$ cat src/rtl/dmem_arbiter.sv
// Two-port round-robin arbiter in front of a single-ported data memory, with a
// registered issue stage and fixed-latency read return. Define DMARB_FIXED_PRIO_EN to give port 0 fixed priority.
module dmem_arbiter #(
  parameter int unsigned AW      = 32,
  parameter int unsigned DW      = 32,
  parameter int unsigned MEM_LAT = 1
) (
  input  logic          clk_i,
  input  logic          rst_i,
  input  logic          req0_i,
  input  logic          we0_i,
  input  logic [AW-1:0] addr0_i,
  input  logic [DW-1:0] wdata0_i,
  output logic          gnt0_o,
  output logic          rvalid0_o,
  input  logic          req1_i,
  input  logic          we1_i,
  input  logic [AW-1:0] addr1_i,
  input  logic [DW-1:0] wdata1_i,
  output logic          gnt1_o,
  output logic          rvalid1_o,
  output logic [DW-1:0] rdata_o,
  output logic          mem_en_o,
  output logic          mem_we_o,
  output logic [AW-1:0] mem_addr_o,
  output logic [DW-1:0] mem_wdata_o,
  input  logic [DW-1:0] mem_rdata_i
);

  // state  | meaning
  // IDLE   | sample requests, latch the winning port's access
  // ISSUE  | drive the memory strobe and grant the winner for one cycle
  // WAIT   | count out the memory read latency, capture read data on the last cycle
  // RESP   | pulse rvalid for the winner, read data held in rdata_o
  typedef enum logic [1:0] {
    S_IDLE  = 2'd0,
    S_ISSUE = 2'd1,
    S_WAIT  = 2'd2,
    S_RESP  = 2'd3
  } state_e;

  localparam logic [1:0] LAT_M1 = 2'(MEM_LAT - 1);

  state_e        state_q, state_d;
  logic          win_q, win_d;
  logic          we_q, we_d;
  logic [AW-1:0] addr_q, addr_d;
  logic [DW-1:0] wdata_q, wdata_d;
  logic [1:0]    cnt_q, cnt_d;
  logic [DW-1:0] rdata_q, rdata_d;
  logic          pick1;
`ifndef DMARB_FIXED_PRIO_EN
  logic          rr_q, rr_d;
`endif

  always_ff @(posedge clk_i or negedge rst_i) begin
    if (!rst_i) begin
      state_q <= S_IDLE;
      win_q   <= 1'b0;
      we_q    <= 1'b0;
      addr_q  <= '0;
      wdata_q <= '0;
      cnt_q   <= 2'd0;
      rdata_q <= '0;
`ifndef DMARB_FIXED_PRIO_EN
      rr_q    <= 1'b0;
`endif
    end else begin
      state_q <= state_d;
      win_q   <= win_d;
      we_q    <= we_d;
      addr_q  <= addr_d;
      wdata_q <= wdata_d;
      cnt_q   <= cnt_d;
      rdata_q <= rdata_d;
`ifndef DMARB_FIXED_PRIO_EN
      rr_q    <= rr_d;
`endif
    end
  end

  // Port 1 wins when it is the only requester, or on a tie when the pointer is on it.
`ifdef DMARB_FIXED_PRIO_EN
  assign pick1 = req1_i && !req0_i;
`else
  assign pick1 = req1_i && (!req0_i || rr_q);
`endif

  always_comb begin
    state_d     = state_q;
    win_d       = win_q;
    we_d        = we_q;
    addr_d      = addr_q;
    wdata_d     = wdata_q;
    cnt_d       = cnt_q;
    rdata_d     = rdata_q;
`ifndef DMARB_FIXED_PRIO_EN
    rr_d        = rr_q;
`endif
    gnt0_o      = 1'b0;
    gnt1_o      = 1'b0;
    rvalid0_o   = 1'b0;
    rvalid1_o   = 1'b0;
    mem_en_o    = 1'b0;
    mem_we_o    = 1'b0;
    mem_addr_o  = '0;
    mem_wdata_o = '0;

    case (state_q)
      S_IDLE: begin
        if (req0_i || req1_i) begin
          win_d   = pick1;
          we_d    = pick1 ? we1_i    : we0_i;
          addr_d  = pick1 ? addr1_i  : addr0_i;
          wdata_d = pick1 ? wdata1_i : wdata0_i;
          state_d = S_ISSUE;
        end
      end
      S_ISSUE: begin
        gnt0_o      = !win_q;
        gnt1_o      = win_q;
        mem_en_o    = 1'b1;
        mem_we_o    = we_q;
        mem_addr_o  = addr_q;
        mem_wdata_o = wdata_q;
`ifndef DMARB_FIXED_PRIO_EN
        rr_d        = !win_q;
`endif
        if (we_q) begin
          state_d = S_IDLE;
        end else begin
          cnt_d   = 2'd0;
          state_d = S_WAIT;
        end
      end
      S_WAIT: begin
        if (cnt_q == LAT_M1) begin
          rdata_d = mem_rdata_i;
          state_d = S_RESP;
        end else begin
          cnt_d = cnt_q + 2'd1;
        end
      end
      S_RESP: begin
        rvalid0_o = !win_q;
        rvalid1_o = win_q;
        state_d   = S_IDLE;
      end
      default: state_d = S_IDLE;
    endcase
  end

  assign rdata_o = rdata_q;

endmodule

$ cat config.mk
export PLATFORM = sky130hd
export DESIGN_NAME = dmem_arbiter
export DESIGN_NICKNAME = d
export VERILOG_FILES = /design/src/rtl/dmem_arbiter.sv
export SDC_FILE = /design/constraint.sdc
export NUM_CORES = 1
export LEC_CHECK = 0
export ABC_AREA = 1
export BUFFER_PORTS_ARGS = -buffer_cell sky130_fd_sc_hd__buf_2
export CAP_MARGIN = 20
export CORE_MARGIN = 10
export CORE_UTILIZATION = 40
export DETAILED_ROUTE_END_ITERATION = 10
export GPL_ROUTABILITY_DRIVEN = 0
export HOLD_SLACK_MARGIN = 0.05
export PLACE_DENSITY = 0.83
export REMOVE_ABC_BUFFERS = 1
export SKIP_LAST_GASP = 1
export SLEW_MARGIN = 30
export SYNTH_ARGS = -nofsm -noshare
export SYNTH_HDL_FRONTEND = slang
export SYNTH_SLANG_ARGS = --single-unit
export TNS_END_PERCENT = 100
$ cat constraint.sdc
create_clock -name clk_i -period 1.4 [get_ports clk_i]
set_clock_uncertainty 0.2 [all_clocks]
set_input_delay 0.07 -clock clk_i [delete_from_list [all_inputs] [get_ports clk_i]]
set_output_delay 0.07 -clock clk_i [all_outputs]
set_load 0.01 [all_outputs]
==> results.md <==
* Layout Cells excl Fill at 1551
* Total congestion overflow at 0
* Fmax at 0.516 GHz
* Clk Latency, worst-skew pair at 0.35 ns
* Hold_ws at -0.0367 ns
* Die Wd at 141 um
* Sink Count at 103
* Final Setup Violations at 173
* Hold Vio Cnt, Final at 15
* YS warnings at 0
* First-pass GRT wire length at ~46000 um
* Most instantiated cells after synthesis: nand2_1 (273), inv_1 (202), nand3_1 (164)
* Crit-path slowest cell: dfrtp_2
* Final core utilization at 82.9%
* Crit-path cells: nor2_4, inv_4, buf_12, buf_12, nor2_1, buf_4
* CP max FO at 9
* Drt initial violations at 804
* Post-Syn Instances at slightly below 900
* CP arrival at 1.67 ns
* # rows at 44
* CP Capture Type: output pin
* Hold Crit Class: in -> async
* GRT Total Usage at 29.3%
* Cells after DPL at 1315
* Setup slack after layout at -0.539 ns
* Core Region at 14400 um2
* Die footprint at roughly 20000 um2
* Final ANT Viol Nets at 0
* Slew Limit Headroom at between 70% and 80%
* Initial Util at 40.5%
* Share of the synthesized area in the top cell type at 44.3%
* Status: finished, violations left
* Initial antenna violation count at 12
* Critical Path RT at 1.13 ns
* CTS max path bufs at 2
* Syn Std Cell Area at ~5800 um2
* Distinct cells, synth at 15
* Sequential share of the synthesized area at 44.3%
* Failing checks: negative hold slack, negative setup slack
* Port Buf Inserts at 267
* Final #Nets at 1516
* CP peak stage delay at ~0.47 ns
* WL met2 at 18000 um
* Slew Limit Fails at 0
* WS Path Type: reg -> out
* # IOs at 268
* Buf+Inv Stages, Crit Path at 4
* EDFF count, synth at 0
* CP delay by family, top: buffers and inverters
* Post-layout min period at a little under 2 ns
* Routed via count at 8500
* Vias per cell at 5.48
* MaxCap Viol Count at 0
* Post-synth top area cell: dfrtp_1
* DR top layer: met4
* Peak VDD IR at ~1.3 mV
* Syn avg cell area at 6.64 um2
* Most numerous cell in the Yosys netlist: nand2_1
* Drt pass-1 iters at 6
* Hold_buf cts at 164
* Post-DR wirelength/cell at 23.2 um
* Share of cells above drive strength 1 at a little under half
* CP dominant cell by count: buf_12
* RSZ-0062 raised after global routing: yes
* Synthesis-stage register bit count at just over 100
* Drc violations at 0
* TritonCTS clock tree: done
* Largest net degree at the start of global routing at 33
* Dominant cells by area after synthesis: dfrtp_1 (44%), nand2_1 (18%), nand3_1 (14%)
* Final Routed Wirelength at 36000 um
* Final worst-path cycle share at 139%
* DP Wirelength at 14700 um
* Layout area overhead at 105%
* Setup WS pre-CTS at -0.106 ns
* CP startpoint kind: flip-flop
* H-tree level count at 3
* Clock slew at reported path FFs at approximately 0.070 ns
* Die height at 141 um
* Worst Max-Slew Pin Slew at 0.400 ns
* Async SR Flop Fraction at 100%
* Vias in the first global route at 8472
* Met1 WL at 11300 um
* Cell area power density at 2120 nW/um2
* Ys flop type: dfrtp_1
* Root buffer cell: clkbuf_16
* WL met3 at 3120 um
* Inserted Clock Buffers at 9
* P_leak at 6.56 nW
[registers in the layout, summed over array words and instances, names as in the netlist, named ones only]
register,count
addr_q,32
cnt_q,2
rdata_o,32
rr_q,1
state_q,1
wdata_q,32
we_q,1
win_q,1
[repair_timing]
item                                    CTS  global route
hold endpoints to repair                200            15
pin swaps                                 6            82
setup buffers                            21             9
endpoints found under the setup margin  166           173
cloned                                   20             9
resized for setup                        92           369
[layout by cell type (no fill, tap or decap), types with 36 or more instances in the layout]
cell type / count
dlygate4sd3_1: 164
nand2_2: 89
buf_2: 228
nand2_4: 60
dfrtp_1: 102
buf_6: 47
nand3_1: 139
inv_1: 201
nor2_4: 36
nand2_1: 123
[kinds of logic (layout without fill, tap and decap cells)]
group,after synthesis,count (layout),share of synthesized area (%)
DFF,103,103,44.3
other,0,13,0
and+or+nand+nor,512,512,37.0
AOI/OAI and AO/OA,2,2,0.172
adders and majority gates,1,1,0.215
buffers and inverters,258,736,18.3
[per-stage QoR]
stage	cell area (um2)	total power [mW]	TNS [ns]
after floorplan	5530	9.58	-162.64
after global placement	7600	13.4	-1.07
after detailed placement	7600	13.6	-3.94
after CTS	10700	20.6	-49.82
after global routing	11900	26.3	-71.16
final	11900	25.3	-65.37
[final cells by class]
type / count / area, um2
inverters: 206 / 810
clock buffers: 12 / 267
clock inverters: 4 / 73.8
repair inverters: 1 / 16.3
repair buffers: 513 / 4550
well taps: 184 / 230
multi-input cells: 515 / 3350
diodes: 13 / 32.5
flip-flops and latches: 103 / 2580
fillers: 698 / 2460
[power breakdown]
part | switching, mW | internal (mW)
clock network | 1.18 | 1.72
registers | 1.59 | 4.49
logic | 8.95 | 7.36
[final timing paths]
path | startpoint | to | slack (ns) | depth (start not counted)
worst max-delay path | flip-flop | mem_addr_o[1] | -0.54 | 6
worst min-delay path | rst_i | we_q | -0.04 | 2
worst max register to register | flip-flop | wdata_q[6] | -0.44 | 9
worst min register to register | wdata_q[25] | wdata_q[25] | 0.29 | 2
max in group asynchronous | rst_i | rdata_o[24] | 0.51 | 3
min in group clk_i | req1_i | addr_q[1] | 0.14 | 5
[per-layer routing]
metal  GRT usage [%]  vias up
li1                -     3536
met1            29.5     3972
met2            50.4      697
met3            8.25      295
met4            22.0        0
met5               0        -
No activity file was read; power rests on OpenSTA's default activity.
